$ cat config.mk
export PLATFORM = sky130hd
export DESIGN_NAME = comms_ctrl_param
export DESIGN_NICKNAME = d
export VERILOG_FILES = /design/src/rtl/comms_ctrl_param.sv
export SDC_FILE = /design/constraint.sdc
export NUM_CORES = 1
export LEC_CHECK = 0
export CORE_ASPECT_RATIO = 1.1
export CORE_MARGIN = 3
export CORE_UTILIZATION = 27
export DETAILED_ROUTE_END_ITERATION = 6
export PLACE_DENSITY = 0.58
export SYNTH_ARGS = -nofsm -noshare
export SYNTH_HDL_FRONTEND = slang
export SYNTH_SLANG_ARGS = --single-unit
$ cat constraint.sdc
create_clock -name clk -period 10.55 [get_ports clk]
set_input_delay 1.5825 -clock clk [delete_from_list [all_inputs] [get_ports clk]]
set_output_delay 1.5825 -clock clk [all_outputs]
set_load 0.02 [all_outputs]
$ cat src/rtl/comms_ctrl_param.sv
// Packet controller that decodes incoming words. It performs regmap writes and
// reads for config packets addressed to this chip. It forwards all other
// traffic to the transmitter or the FIFO and injects local events into the FIFO.
// Every output is a register loaded from the next-state logic, so each strobe
// lines up with the state that owns it.
module comms_ctrl_param #(
  parameter int          WIDTH        = 64,
  parameter int          ADDR_W       = 8,
  parameter int          DATA_W       = 8,
  parameter int          READ_LAT     = 5,
  parameter int          TIMEOUT      = 15,
  parameter logic [7:0]  GLOBAL_ID    = 8'd255,
  parameter logic [31:0] MAGIC_NUMBER = 32'h89504E47
) (
  input  logic              clk,
  input  logic              reset,
  input  logic [7:0]        chip_id,
  input  logic [WIDTH-1:0]  rx_data,
  input  logic              rx_valid,
  output logic              rx_ack,
  input  logic [WIDTH-1:0]  pre_event,
  input  logic              event_valid,
  output logic              event_ack,
  input  logic              fifo_full,
  output logic [WIDTH-1:0]  fifo_wr_data,
  output logic              fifo_wr_en,
  input  logic              tx_busy,
  output logic [WIDTH-1:0]  tx_data,
  output logic              tx_load,
  output logic [ADDR_W-1:0] regmap_address,
  output logic [DATA_W-1:0] regmap_write_data,
  input  logic [DATA_W-1:0] regmap_read_data,
  output logic              write_regmap,
  output logic              read_regmap,
  output logic [15:0]       total_packets,
  output logic [15:0]       bad_packets,
  output logic [15:0]       dropped_packets,
  output logic              comms_busy
);

  localparam int ADDR_LO  = 10;
  localparam int DATA_LO  = ADDR_LO + ADDR_W;
  localparam int MAGIC_LO = DATA_LO + DATA_W;
  localparam logic [7:0] LAT_LAST = 8'(READ_LAT - 1);
  localparam logic [7:0] TO_LAST  = 8'(TIMEOUT - 1);

  typedef enum logic [3:0] {
    READY,
    CFG_WRITE,
    CFG_READ,
    CFG_READ_LATCH,
    FWD,
    LOCAL_EVENT,
    WRITE_FIFO,
    BAD_PACKET,
    WAIT_STATE
  } state_t;

  state_t            r_state;
  state_t            w_next;
  logic [WIDTH-1:0]  r_pkt;
  logic [7:0]        r_cnt;

  logic [WIDTH-1:0]  w_pkt;
  logic [7:0]        w_cnt;
  logic              w_rx_ack;
  logic              w_event_ack;
  logic              w_fifo_wr_en;
  logic [WIDTH-1:0]  w_fifo_wr_data;
  logic              w_tx_load;
  logic [WIDTH-1:0]  w_tx_data;
  logic              w_write;
  logic              w_read;
  logic [ADDR_W-1:0] w_addr;
  logic [DATA_W-1:0] w_wdata;
  logic              w_inc_total;
  logic              w_inc_bad;
  logic              w_inc_drop;
  logic [WIDTH-1:0]  w_reply;

  logic [1:0]        w_rx_op;
  logic [7:0]        w_rx_id;
  logic [ADDR_W-1:0] w_rx_addr;
  logic [DATA_W-1:0] w_rx_field;
  logic [31:0]       w_rx_magic;
  logic              w_rx_bad;
  logic              w_id_match;
  logic              w_pkt_global;
  logic              w_pkt_cfg;

  assign w_rx_op      = rx_data[1:0];
  assign w_rx_id      = rx_data[9:2];
  assign w_rx_addr    = rx_data[ADDR_LO +: ADDR_W];
  assign w_rx_field   = rx_data[DATA_LO +: DATA_W];
  assign w_rx_magic   = rx_data[MAGIC_LO +: 32];
  assign w_rx_bad     = (~(^rx_data)) || (w_rx_op == 2'b00) ||
                        (w_rx_op[1] && (w_rx_magic != MAGIC_NUMBER));
  assign w_id_match   = (w_rx_id == chip_id) || (w_rx_id == GLOBAL_ID);
  assign w_pkt_global = (r_pkt[9:2] == GLOBAL_ID);
  assign w_pkt_cfg    = r_pkt[1];

  // Build the read reply: stored word carrying our ID, read data, reply flag and fresh odd parity
  always_comb begin
    w_reply                     = r_pkt;
    w_reply[DATA_LO +: DATA_W]  = regmap_read_data;
    w_reply[9:2]                = chip_id;
    w_reply[WIDTH-2]            = 1'b1;
    w_reply[WIDTH-1]            = ~(^w_reply[WIDTH-2:0]);
  end

  // Next-state and next-output decode; data outputs hold unless a state reloads them
  always_comb begin
    w_next         = r_state;
    w_pkt          = r_pkt;
    w_cnt          = r_cnt;
    w_rx_ack       = 1'b0;
    w_event_ack    = 1'b0;
    w_fifo_wr_en   = 1'b0;
    w_fifo_wr_data = fifo_wr_data;
    w_tx_load      = 1'b0;
    w_tx_data      = tx_data;
    w_write        = 1'b0;
    w_read         = 1'b0;
    w_addr         = regmap_address;
    w_wdata        = regmap_write_data;
    w_inc_total    = 1'b0;
    w_inc_bad      = 1'b0;
    w_inc_drop     = 1'b0;
    unique case (r_state)
      READY: begin
        w_cnt = 8'd0;
        if (rx_valid) begin
          w_rx_ack = 1'b1;
          w_pkt    = rx_data;
          if (w_rx_bad) begin
            w_next    = BAD_PACKET;
            w_inc_bad = 1'b1;
          end else if ((w_rx_op == 2'b10) && w_id_match) begin
            w_next  = CFG_WRITE;
            w_write = 1'b1;
            w_addr  = w_rx_addr;
            w_wdata = w_rx_field;
          end else if ((w_rx_op == 2'b11) && w_id_match) begin
            w_next = CFG_READ;
            w_read = 1'b1;
            w_addr = w_rx_addr;
          end else begin
            w_next = FWD;
          end
        end else if (event_valid) begin
          w_next         = LOCAL_EVENT;
          w_event_ack    = 1'b1;
          w_fifo_wr_data = pre_event;
          w_inc_total    = 1'b1;
        end
      end
      CFG_WRITE: begin
        w_cnt  = 8'd0;
        w_next = w_pkt_global ? FWD : WAIT_STATE;
      end
      CFG_READ: begin
        if (r_cnt == LAT_LAST) begin
          w_next = CFG_READ_LATCH;
        end else begin
          w_read = 1'b1;
          w_cnt  = r_cnt + 8'd1;
        end
      end
      CFG_READ_LATCH: begin
        w_cnt = 8'd0;
        if (!tx_busy) begin
          w_tx_load = 1'b1;
          w_tx_data = w_reply;
          w_next    = w_pkt_global ? FWD : WAIT_STATE;
        end
      end
      FWD: begin
        w_cnt = 8'd0;
        if (w_pkt_cfg) begin
          if (!tx_busy) begin
            w_tx_load = 1'b1;
            w_tx_data = r_pkt;
            w_next    = WAIT_STATE;
          end
        end else begin
          w_next         = WRITE_FIFO;
          w_fifo_wr_data = r_pkt;
          w_fifo_wr_en   = !fifo_full;
          w_inc_drop     = fifo_full;
        end
      end
      LOCAL_EVENT: begin
        w_next       = WRITE_FIFO;
        w_fifo_wr_en = !fifo_full;
        w_inc_drop   = fifo_full;
      end
      WRITE_FIFO: begin
        w_cnt  = 8'd0;
        w_next = WAIT_STATE;
      end
      BAD_PACKET: begin
        w_next = READY;
      end
      WAIT_STATE: begin
        if (!rx_valid || (r_cnt == TO_LAST)) begin
          w_next = READY;
          w_cnt  = 8'd0;
        end else begin
          w_cnt = r_cnt + 8'd1;
        end
      end
      default: begin
        w_next = READY;
      end
    endcase
  end

  // State, captured packet and registered outputs; reset clears everything so no strobe survives an abort
  always_ff @(posedge clk or posedge reset) begin
    if (reset) begin
      r_state           <= READY;
      r_pkt             <= '0;
      r_cnt             <= 8'd0;
      rx_ack            <= 1'b0;
      event_ack         <= 1'b0;
      fifo_wr_en        <= 1'b0;
      fifo_wr_data      <= '0;
      tx_load           <= 1'b0;
      tx_data           <= '0;
      write_regmap      <= 1'b0;
      read_regmap       <= 1'b0;
      regmap_address    <= '0;
      regmap_write_data <= '0;
      comms_busy        <= 1'b0;
    end else begin
      r_state           <= w_next;
      r_pkt             <= w_pkt;
      r_cnt             <= w_cnt;
      rx_ack            <= w_rx_ack;
      event_ack         <= w_event_ack;
      fifo_wr_en        <= w_fifo_wr_en;
      fifo_wr_data      <= w_fifo_wr_data;
      tx_load           <= w_tx_load;
      tx_data           <= w_tx_data;
      write_regmap      <= w_write;
      read_regmap       <= w_read;
      regmap_address    <= w_addr;
      regmap_write_data <= w_wdata;
      comms_busy        <= (w_next != READY);
    end
  end

  // Saturating statistics counters, bumped on entry to the state they account for
  always_ff @(posedge clk or posedge reset) begin
    if (reset) begin
      total_packets   <= 16'd0;
      bad_packets     <= 16'd0;
      dropped_packets <= 16'd0;
    end else begin
      if (w_inc_total && (total_packets != 16'hFFFF)) total_packets <= total_packets + 16'd1;
      if (w_inc_bad && (bad_packets != 16'hFFFF)) bad_packets <= bad_packets + 16'd1;
      if (w_inc_drop && (dropped_packets != 16'hFFFF)) dropped_packets <= dropped_packets + 16'd1;
    end
  end

endmodule

# After elaboration in Yosys (flattened, before gate mapping)

Cells that the tools add are included.

Flip-flop bits (word level): 275
Latch bits: 0
RAM bits: 0
Memory bits (read-only): 0
Input bits: 150
Memories: 0

$add $sub $neg: 4
Multipliers: 0
Div/mod/pow operators: 0
Order comparisons: 0
Equality and inequality tests: 25
Shift-type cells: 0
Muxes and demuxes: 50
Bitwise logic cells: 3
Reduce and logical (&&, ||, !) cells: 28

Operators by type and width:

| kind                                                            | number |
|---|---|
| 64-bit two-way mux                                              | 6 |
| 64-bit case mux with 2 select lines                             | 2 |
| 64-bit parity                                                   | 1 |
| 63-bit parity                                                   | 1 |
| 16-bit by 1-bit adder with 16-bit output, second input constant | 3 |
| 16-bit != test, second input constant                           | 3 |
| 4-bit two-way mux                                               | 8 |
| 8-bit two-way mux                                               | 4 |
| 32-bit != test, second input constant                           | 1 |
| 4-bit case mux with 8 select lines                              | 1 |
| 8-bit case mux with 3 select lines                              | 1 |
| 1-bit two-way mux                                               | 21 |
| 8-bit == test, second input constant                            | 2 |
| 4-bit AND reduction                                             | 4 |
| 2-bit != test, second input constant                            | 7 |
| 4-bit by 3-bit == test with 1-bit output, second input constant | 3 |
| 3-bit two-way mux                                               | 3 |
| 8-bit by 1-bit adder with 8-bit output, second input constant   | 1 |
| 4-bit by 2-bit == test with 1-bit output, second input constant | 2 |
| 8-bit by 3-bit == test with 1-bit output, second input constant | 1 |
| 8-bit by 4-bit == test with 1-bit output, second input constant | 1 |
| 8-bit == test                                                   | 1 |
| 1-bit case mux with 2 select lines                              | 4 |
| 1-bit logical AND                                               | 6 |
| other kinds (13)                                                | 23 |

# Depth between registers and ports, before layout

Gate-level depths: netlist of the first run.

Word-level depth: 9
Depth in mapped cells: 11

# Worst setup path before layout of the first run

OpenSTA, ideal clock, no wires.

Path kind: input to register
Start point: input rx_data[38]
End point: register regmap_address[1]
Library setup time: 0.125 ns
Arrival: 3.949 ns
Required time: 10.425 ns
Slack: 6.476 ns
Cell stages on the path: 11
Path buffers: 1
Cells stage by stage: inv_1 > ha_1 > xnor2_1 > xnor2_1 > xnor2_1 > xnor2_1 > xnor3_2 > nor4_4 > and2_1 > buf_2 > mux2_2

Longest elaborated chain between the ends: 6
Elaborated cells between the ends (all ways): 8
Classes of those cells: 1 x eq/ne; 2 x bitwise; 5 x reduce/logical

RTL lines:

| element                         | RTL line | text |
|---|---|---|
| from (decl)                     | 18       | `input logic [WIDTH-1:0] rx_data,` |
| 64-bit parity                   | 96       | `assign w_rx_bad = (~(^rx_data)) \|\| (w_rx_op == 2'b00) \|\|` |
| 1-bit inverter                  | 96       |  |
| 1-bit logical OR                | 96       |  |
| 1-bit logical OR *              | 96       |  |
| 1-bit inverter (no line) *      | -        |  |
| 4-bit AND reduction (no line) * | -        |  |
| to (signal assigned)            | 247      | `regmap_address <= w_addr;` |
| to (decl)                       | 30       | `output logic [ADDR_W-1:0] regmap_address,` |

Every way passes the cells marked *; elsewhere a longest branch is shown, timed or not.
A chain may end at the register's enable or synchronous reset.

# Worst setup path after layout of the first run

Start point: input rx_data[51]
End point: register regmap_write_data[1]

Longest elaborated chain between the ends: 6
Elaborated cells between the ends (all ways): 8
Classes of those cells: 1 x eq/ne; 2 x bitwise; 5 x reduce/logical

RTL lines:

| element                         | RTL line | text |
|---|---|---|
| 64-bit parity                   | 96       |  |
| 1-bit inverter                  | 96       |  |
| 1-bit logical OR                | 96       |  |
| 1-bit logical OR *              | 96       |  |
| 1-bit inverter (no line) *      | -        |  |
| 4-bit AND reduction (no line) * | -        |  |
| to (signal assigned)            | 248      | `regmap_write_data <= w_wdata;` |
| to (decl)                       | 31       | `output logic [DATA_W-1:0] regmap_write_data,` |

Marks and branches as above.

==> results of run 1 <==
[area by class of cell]
cell class                 instances  area [sq um]  area share [%]
sequential                       275          6880            38.0
multi-input combinational       1012          5660            31.3
timing repair buffer             354          3530            19.5
clock buffer                      53          1080            5.95
tap                              637           797            4.40
inverter                          34           135           0.747
clock inverter                     4          20.0           0.111
[registers in the layout (all words and copies together) (netlist names)]
register and count:
comms_busy 1, fifo_wr_en 1, tx_load 1, r_pkt 64
write_regmap 1, bad_packets 16, read_regmap 1, regmap_address 8
regmap_write_data 8, fifo_wr_data 64, dropped_packets 16, r_cnt 8
total_packets 16, tx_data 64, event_ack 1, r_state 4
rx_ack 1
[stage by stage]
stage	cell area (sq um)	power [mW]	setup slack (ns)	hold WS, ns
after CTS	18100	5.61	5.68	0.469
final	18100	5.49	5.72	0.465
after global placement	17000	4.37	5.17	0.449
after global routing	18100	5.87	5.50	0.492
after floorplan	12900	3.32	1.39	0.437
after detailed placement	17000	4.41	5.09	0.455
[path summary, 6_finish.rpt]
check	from	endpoint	slack [ns]	cells past startpoint
worst max-delay path	rx_data[51]	regmap_write_data[1]	5.72	11
max in group asynchronous	reset	tx_data[60]	7.18	3
min in group asynchronous	reset	bad_packets[9]	1.68	2
worst max register to register	r_state[0]	regmap_write_data[1]	6.37	5
worst min register to register	r_pkt[22]	r_pkt[22]	0.47	2
worst min-delay path	r_pkt[22]	r_pkt[22]	0.47	2
[critical path, cell delays in order]
cell	delay, ns
clkdlybuf4s50_1	0.45
inv_1	0.05
ha_1	0.28
xor2_1	0.18
xnor2_1	0.20
xnor2_1	0.15
xnor2_1	0.41
xnor3_2	0.39
nor2_2	0.55
and3_1	0.59
mux2_2	0.39
[cells in the mapped netlist, drive strengths merged, types with 3 or more instances]
library cell and count:
o21bai 3, mux2 18, xor2 40, nor3 14
or3 3, xnor2 119, a21oi 60, nand2 429
a31oi 47, nor4 11, dfrtp 275, and3 6
nor2 94, o21ai 48, nand3 18, inv 34
buf 12, nand4 21, nor3b 4, clkbuf 58
ha 29, and2 22, and4 5
[metal layers]
metal | track usage [%] | vias up | part of all wire (%)
met5 | 0 | - | 0.086
met4 | 4.42 | 6 | 2.2
met3 | 5.05 | 66 | 6.9
met2 | 29.4 | 335 | 47
met1 | 22.8 | 5212 | 44
li1 | - | 5199 | -
[layout by cell type, fill, tap and decap left out, drive strengths merged, types with 3 or more instances in the layout]
| cell | count |
|---|---|
| nor4 | 11 |
| nor3b | 4 |
| nand3 | 18 |
| buf | 6 |
| clkbuf | 53 |
| nor3 | 14 |
| nand4 | 21 |
| and4 | 5 |
| clkinv | 4 |
| or3 | 3 |
| inv | 34 |
| and3 | 6 |
| xor2 | 40 |
| and2 | 22 |
| clkdlybuf4s50 | 348 |
| a21oi | 60 |
| o21ai | 48 |
| ha | 29 |
| nand2 | 429 |
| dfrtp | 275 |
| xnor2 | 119 |
| o21bai | 3 |
| nor2 | 94 |
| a31oi | 47 |
| mux2 | 18 |
[kinds of logic after synthesis]
family,synth area share (%)
xor+xnor,11.0
fa+ha+maj,2.82
mux,1.57
flops,53.4
simple gates,20.7
compound gates,7.47
buf+inv,3.05
[power by group]
group	total (mW)	switching (mW)	internal (mW)	leakage, nW
sequential	1.77	0.336	1.43	3.44
clock	1.16	0.459	0.697	0.545
combinational	2.57	1.44	1.13	4.07
total	5.49	2.23	3.26	8.05
==> results.sh, run 1 <==
export IMPL_synth_cells=1391
export IMPL_synth_area_sq_um=12900
export IMPL_seq_area_frac_synth_pct=53.4
export IMPL_die_area_sq_um=50400
export IMPL_antenna_cells=0
export IMPL_syn_to_final_growth_pct=40.4
export IMPL_rsz0062_at_grt="false"
export IMPL_hp_class="reg -> reg"
export IMPL_ys_top_cells_by_area="dfrtp_1, nand2_1, xnor2_1"
export IMPL_cp_end_kind="flip-flop"
export IMPL_port_buffers=348
export IMPL_coreArea_sq_um=46900
export IMPL_finalCritPeriodShare_pct=45.7
export IMPL_cts_resized=0
export IMPL_final_cells=2369
export IMPL_grt_pass1_wl_um=69400
export IMPL_status="finished, final reports clean"
export IMPL_crit_required_ns=10.97
export IMPL_grt_overflow_total=0
export IMPL_avgSynthCellArea_sq_um=9.27
export IMPL_drtAntennaViolNets=0
export IMPL_cts_setup_buffers=0
export IMPL_finish_utilization_pct=38.5
export IMPL_yosys_area_top_type="dfrtp_1"
export IMPL_critPathMaxFanout=17
export IMPL_hold_buffers=0
export IMPL_grt_max_degree=143
export IMPL_wl_per_cell_um=19.2
export IMPL_startpoint_type="primary input"
export IMPL_drive_above_1_share_pct=4.62
export IMPL_cp_data_arrival_time_ns=5.24
export IMPL_clock_path_buffers=3
export IMPL_clk_latency_ns=0.54
export IMPL_ir_worst_vdd_mv=0.184
export IMPL_start_util_pct=27.5
export IMPL_synth_nets=1570
export IMPL_fmax_mhz=207
export IMPL_slew_violations=0
export IMPL_die_h_um=235
export IMPL_maxSlewHeadroom_pct=21.4
export IMPL_dieWidth_um=214
export IMPL_cap_violations=0
export IMPL_h_tree_depth=2
export IMPL_cts_tree="yes"
export IMPL_clock_skew_ns=0.0174
export IMPL_synth_async_reset_ratio_pct=100
export IMPL_netlist_area_leader_share_pct=53.4
export IMPL_clock_sinks=275
export IMPL_grt_use_total_pct=17.7
export IMPL_n_fill_cell=4783
export IMPL_yosys_warnings=0
export IMPL_synth_edff_count=0
export IMPL_route_detailed_drc=0
export IMPL_dp_hpwl_um=32300
export IMPL_grt_pass1_vias=11170
export IMPL_power_density_nw_per_um2=304
export IMPL_ys_types=47
export IMPL_drtPass1Iterations=5
export IMPL_routed_wl_um=45500
export IMPL_nNetsFinal=1890
export IMPL_clk_pin_slew_worst_paths_ns=0.06
export IMPL_placed_cells=2312
export IMPL_core_rowCount=83
export IMPL_antenna_found_initial=3
export IMPL_synth_main_ff_cell="dfrtp_1"
export IMPL_cts_inserted_buffers=34
export IMPL_ios=349
export IMPL_drtIter0Drc=636
export IMPL_finalSetupViolCount=0
export IMPL_globalplace_congestion=0.867
export IMPL_hold_violations=0
export IMPL_period_needed_ns=4.83
export IMPL_yosys_register_bits=275
export IMPL_vias_per_cell=4.57
export IMPL_vias=10818
export IMPL_worst_pin_slew_ns=1.18
export IMPL_tns_ns=0
export IMPL_p_leak_nw=8.05
export IMPL_criticalPathCategory="in -> reg"
export IMPL_cts_root_buf="clkbuf_16"
Power figures use the tool's default switching activity.
==> inputs of run 2 (changes only) <==
==> constraint.sdc (replaced) <==
create_clock -name clk -period 4.52 [get_ports clk]
set_input_delay 0.678 -clock clk [delete_from_list [all_inputs] [get_ports clk]]
set_output_delay 0.678 -clock clk [all_outputs]
set_load 0.02 [all_outputs]
==> run 2 against run 1 <==
Count of clock-buffer cells in the layout shrank 4. Clock skew grew 0.0035 ns. Design area grew 0.86%. Sequential share of layout area shrank 0.32 points. Critical path depth is the same. Wire length grew 1.0%. Total power grew 140%. Clock power grew 140%. First-iteration DRC count shrank 11%. Global-route usage grew 0.38 points. Highest routed layer unchanged.
==> results.sh, run 2 (synthesis results as in run 1) <==
export IMPL_drive_above_1_share_pct=5.16
export IMPL_totalPowerFinal_mw=13.0
export IMPL_largestRegisters="fifo_wr_data: 64 flops, r_pkt: 64 flops, tx_data: 64 flops"
export IMPL_globalplace_congestion=0.835
export IMPL_cts_setup_buffers=0
export IMPL_finish_utilization_pct=38.9
export IMPL_dpl_worst_slack_ns=0.323
export IMPL_cts_inserted_buffers=34
export IMPL_crit_top_cell="xnor2_1"
export IMPL_cp_data_arrival_time_ns=4.04
export IMPL_hp_class="reg -> reg"
export IMPL_antenna_found_initial=6
export IMPL_vias=10842
export IMPL_cp_end_kind="flip-flop"
export IMPL_die_h_um=235
export IMPL_dieWidth_um=214
export IMPL_n_fill_cell=4760
export IMPL_grt_max_degree=83
export IMPL_layout_commonest_cell="nand2_1"
export IMPL_grt_overflow_total=0
export IMPL_vias_per_cell=4.55
export IMPL_nNetsFinal=1900
export IMPL_ir_worst_vdd_mv=0.654
export IMPL_tns_ns=0
export IMPL_critPathMaxFanout=8
export IMPL_worstPathCellList="clkdlybuf4s50_1 > inv_1 > ha_1 > xnor2_1 > xnor2_1 > xnor2_1 > xnor2_1 > xnor3_2 > nor4_4 > and2_1 > mux2_2"
export IMPL_die_area_sq_um=50400
export IMPL_clk_pin_slew_worst_paths_ns=0.06
export IMPL_clock_sinks=275
export IMPL_maxSlewHeadroom_pct=21.1
export IMPL_crit_required_ns=4.94
export IMPL_criticalPathCategory="in -> reg"
export IMPL_routed_wl_um=46000
export IMPL_grt_use_total_pct=18.1
export IMPL_clock_skew_ns=0.0209
export IMPL_fmax_mhz=276
export IMPL_use_met2_pct=29.1
export IMPL_power_density_nw_per_um2=710
export IMPL_cts_root_buf="clkbuf_16"
export IMPL_rsz0062_at_grt="false"
export IMPL_h_tree_depth=2
export IMPL_grt_util_met1_pct=23.5
export IMPL_hold_violations=0
export IMPL_startpoint_type="primary input"
export IMPL_syn_to_final_growth_pct=41.6
export IMPL_final_cell_mix="nand2_1, clkdlybuf4s50_1, dfrtp_1, xnor2_1, nor2_1"
export IMPL_finalSetupViolCount=0
export IMPL_clk_latency_ns=0.54
export IMPL_wl_per_cell_um=19.3
export IMPL_whs_ns=0.464
export IMPL_status="finished, final reports clean"
export IMPL_dp_hpwl_um=33400
export IMPL_p_leak_nw=8.12
export IMPL_ios=349
export IMPL_worst_path_max_delay_cell="xnor3_2"
export IMPL_worst_path_largest_cell_delay_ns=0.50
export IMPL_top_usage_layer="met2"
export IMPL_drtPass1Iterations=4
export IMPL_cts_resized=0
export IMPL_slew_violations=0
export IMPL_drtIter0Drc=564
export IMPL_drtAntennaViolNets=0
export IMPL_use_met3_pct=5.16
export IMPL_port_buffers=348
export IMPL_grt_pass1_wl_um=70300
export IMPL_hold_buffers=0
export IMPL_worst_pin_slew_ns=1.18
export IMPL_period_needed_ns=3.62
export IMPL_cts_tree="yes"
export IMPL_finalCritPeriodShare_pct=80.0
export IMPL_core_rowCount=83
export IMPL_clock_path_buffers=3
export IMPL_coreArea_sq_um=46900
export IMPL_postLayoutSetupSlackWorst_ns=0.902
export IMPL_grt_pass1_vias=11197
export IMPL_route_detailed_drc=0
export IMPL_cap_violations=0
export IMPL_start_util_pct=27.5
run 2: cell count changes in the layout (fill, tap and decap cells not counted):
cell	before	now
buf_4	6	11
diode_2	0	2
inv_8	1	0
bufinv_16	0	2
buf_12	0	5
clkinvlp_4	0	2
clkinv_2	4	5
clkbuf_8	9	4
inv_6	0	1
clkbuf_1	7	8
run 2: cell type report:
cell class              instances  area [sq um]  area share (%)
repair buffers                364          3670            20.1
clock inverters                 9           101           0.555
inverters                      34           131           0.720
well taps                     637           797            4.37
diodes                          2          5.00          0.0274
multi-input cells            1012          5660            31.0
flip-flops and latches        275          6880            37.7
clock buffers                  49          1010            5.54
run 2: through the flow:
| step | instances | area (sq um) |
|---|---|---|
| 2_1_floorplan | 1391 | 12900 |
| 3_3_place_gp | 2322 | 17100 |
| 3_5_place_dp | 2322 | 17100 |
| 4_1_cts | 2380 | 18200 |
| 5_1_grt | 2382 | 18300 |
| 6_report | 2382 | 18300 |
run 2: final timing paths:
| path | depth (start not counted) | startpoint | end | slack [ns] |
|---|---|---|---|---|
| worst max-delay path | 11 | rx_data[38] | regmap_address[1] | 0.90 |
| worst min-delay path | 2 | r_pkt[22] | r_pkt[22] | 0.46 |
| worst max register to register | 6 | r_state[0] | fifo_wr_data[37] | 1.27 |
| worst min register to register | 2 | r_pkt[22] | r_pkt[22] | 0.46 |
| max in group asynchronous | 3 | reset | tx_data[20] | 2.93 |
| min in group asynchronous | 2 | reset | tx_data[46] | 0.70 |
run 2: critical path, delay by kind of cell:
kind / cells / cell delay (ns)
multiplexers: 1 / 0.39
buffers and inverters: 2 / 0.50
adder cells (fa/ha/maj): 1 / 0.30
AND/OR/NAND/NOR: 2 / 0.79
XOR/XNOR: 5 / 1.37
run 2: report_power, final:
part | internal (mW) | switching [mW] | total [mW]
Clock | 1.67 | 1.09 | 2.76
Sequential | 3.34 | 0.805 | 4.15
Combinational | 2.68 | 3.38 | 6.06
run 2: routing by layer:
layer	wire (um)	vias up
met5	42	-
met1	19900	5214
met4	1290	8
met3	3270	68
li1	-	5213
met2	21500	339
==> RTL change, RTL diff (flow settings as in run 1) <==
`fifo_wr_data` no longer has a reset.
--- a/src/rtl/comms_ctrl_param.sv
+++ b/src/rtl/comms_ctrl_param.sv
@@ -225,5 +225,4 @@
       event_ack         <= 1'b0;
       fifo_wr_en        <= 1'b0;
-      fifo_wr_data      <= '0;
       tx_load           <= 1'b0;
       tx_data           <= '0;
@@ -240,5 +239,4 @@
       event_ack         <= w_event_ack;
       fifo_wr_en        <= w_fifo_wr_en;
-      fifo_wr_data      <= w_fifo_wr_data;
       tx_load           <= w_tx_load;
       tx_data           <= w_tx_data;
@@ -249,4 +247,8 @@
       comms_busy        <= (w_next != READY);
     end
+  end
+
+  always_ff @(posedge clk) begin
+    fifo_wr_data <= w_fifo_wr_data;
   end
 
Formal check against the unedited RTL: not equivalent (Yosys sat finds a counterexample within 4 cycles, from zero or initial values and one cycle with reset high).
==> RTL change against run 1 <==
Area after synthesis shrank 1.8%. Final area fell by 0.82%. Clock skew about the same. Critical path type unchanged. Highest routed layer unchanged. Worst setup slack improved by 0.095 ns. Wire length down 7.5%. Power down 2.4%. Sequential share of layout area is 2.1 points higher. Sequential cell count unchanged.
==> RTL change: results <==
export IMPL_fillCellCount=4547
export IMPL_ff2ff_setup_slack_ns=6.35
export IMPL_place_gp_congestion=0.7998
export IMPL_min_delay_worst_endpoint="r_pkt[24]$_DFFE_PP0P_"
export IMPL_cts_made_buffers=35
export IMPL_clock_skew_ns=0.01748
export IMPL_first_global_vias=10230
export IMPL_dpl_hpwl_um=30340
export IMPL_ir_worst_vdd_mv=0.2418
export IMPL_cts_buffer_depth=3
export IMPL_wl_per_cell_um=19.38
export IMPL_max_slew_margin=0.2580
export IMPL_ys_async_sr_fraction=0.7673
export IMPL_io_buffers=348
export IMPL_dp_cells=2106
export IMPL_path_clk_slew_ns=0.06
export IMPL_arrival_ns=5.14
export IMPL_synth_common_cells="nand2_1, dfrtp_1, xnor2_1, mux2_2, edfxtp_1"
export IMPL_p_leak_nw=7.873
export IMPL_synthFlopType="dfrtp_1"
export IMPL_post_dp_cell_area_um2=16830
export IMPL_hp_start="r_pkt[24]$_DFFE_PP0P_"
export IMPL_syn_nets=1385
export IMPL_grt_usage=0.1675
export IMPL_drive_gt1_frac=0.08544
export IMPL_worstSkewPairLatency_ns=0.53
export IMPL_antenna_found_initial=6
export IMPL_firstDrtPassIters=5
export IMPL_viasPerCell=4.523
export IMPL_timing_rr_end="bad_packets[1]$_DFFE_PP0P_"
export IMPL_fin_cells=2172
export IMPL_reg2regPathDepth=6
export IMPL_yosys_top_cells_area="dfrtp_1, edfxtp_1, nand2_1, xnor2_1, mux2_2"
export IMPL_ctsRootBufferMaster="clkbuf_16"
export IMPL_syn_inst=1206
export IMPL_netlist_cell_type_count=46
export IMPL_outcome="finished clean"
export IMPL_grt_pass1_wl_um=62960
export IMPL_post_route_util=0.3905
export IMPL_ys_warn_count=0
export IMPL_ys_seq_area_frac=0.5688
export IMPL_synth_edf_count=64
export IMPL_grt_max_degree=84
export IMPL_nNetsFinal=1734
export IMPL_drt_first_iter_violations=481
export IMPL_hp_class="reg2reg"
## RTL change: worst max path at each step
stage / to / slack (ns) / start / cells past startpoint
2_1_floorplan: bad_packets[0]$_DFFE_PP0P_ / 3.20 / reset / 1
3_3_place_gp: comms_busy$_DFF_PP0_ / 5.33 / rx_data[29] / 11
3_5_place_dp: comms_busy$_DFF_PP0_ / 5.25 / rx_data[29] / 11
4_1_cts: comms_busy$_DFF_PP0_ / 5.83 / rx_data[30] / 11
5_1_grt: comms_busy$_DFF_PP0_ / 5.70 / rx_data[31] / 11
6_report: comms_busy$_DFF_PP0_ / 5.82 / rx_data[29] / 11
## RTL change: stage by stage
step / setup WS, ns / hold WS (ns)
CTS: 5.829 / 0.4812
global placement: 5.333 / 0.4639
finish: 5.818 / 0.4777
global route: 5.697 / 0.5100
detailed placement: 5.255 / 0.4673
floorplan: 3.202 / 0.4455
## RTL change: critical path, stage by stage
cell and delay (ns):
clkdlybuf4s50_1 0.45, inv_1 0.05, ha_1 0.28, xor2_1 0.39, xnor2_1 0.15, xnor2_1 0.28
xnor2_1 0.18, xnor3_2 0.48, nor2_2 0.62, a21o_1 0.23, or4b_1 0.43
## RTL change: power by group
part	switching [mW]	internal (mW)	total [mW]
registers	0.281	1.50	1.78
logic	1.33	1.07	2.40
clock network	0.462	0.712	1.17
total	2.07	3.29	5.36
## RTL change: logic make-up after synthesis
| kind of cell | synth area share |
|---|---|
| simple gates | 0.1776 |
| flops | 0.5688 |
| xor+xnor | 0.1125 |
| buf+inv | 0.02332 |
| mux | 0.05939 |
| compound gates | 0.02974 |
| fa+ha+maj | 0.02866 |
## RTL change: layout make-up
class | count | area (um2) | area share
repair buffers | 356 | 3543 | 0.1974
flip-flops and latches | 275 | 7202 | 0.4013
inverters | 34 | 135.1 | 0.007529
well taps | 588 | 735.7 | 0.04099
clock buffers | 48 | 964.7 | 0.05375
diodes | 4 | 10.01 | 0.0005577
clock inverters | 14 | 143.9 | 0.008017
multi-input cells | 853 | 5213 | 0.2904
## RTL change: routing by layer
| layer | track usage | vias to the layer above | part of all wire |
|---|---|---|---|
| met4 | 0.05427 | 4 | 0.028 |
| li1 | - | 4685 | - |
| met1 | 0.2088 | 4780 | 0.42 |
| met3 | 0.05279 | 61 | 0.076 |
| met5 | 0 | - | 0.00071 |
| met2 | 0.2764 | 293 | 0.48 |
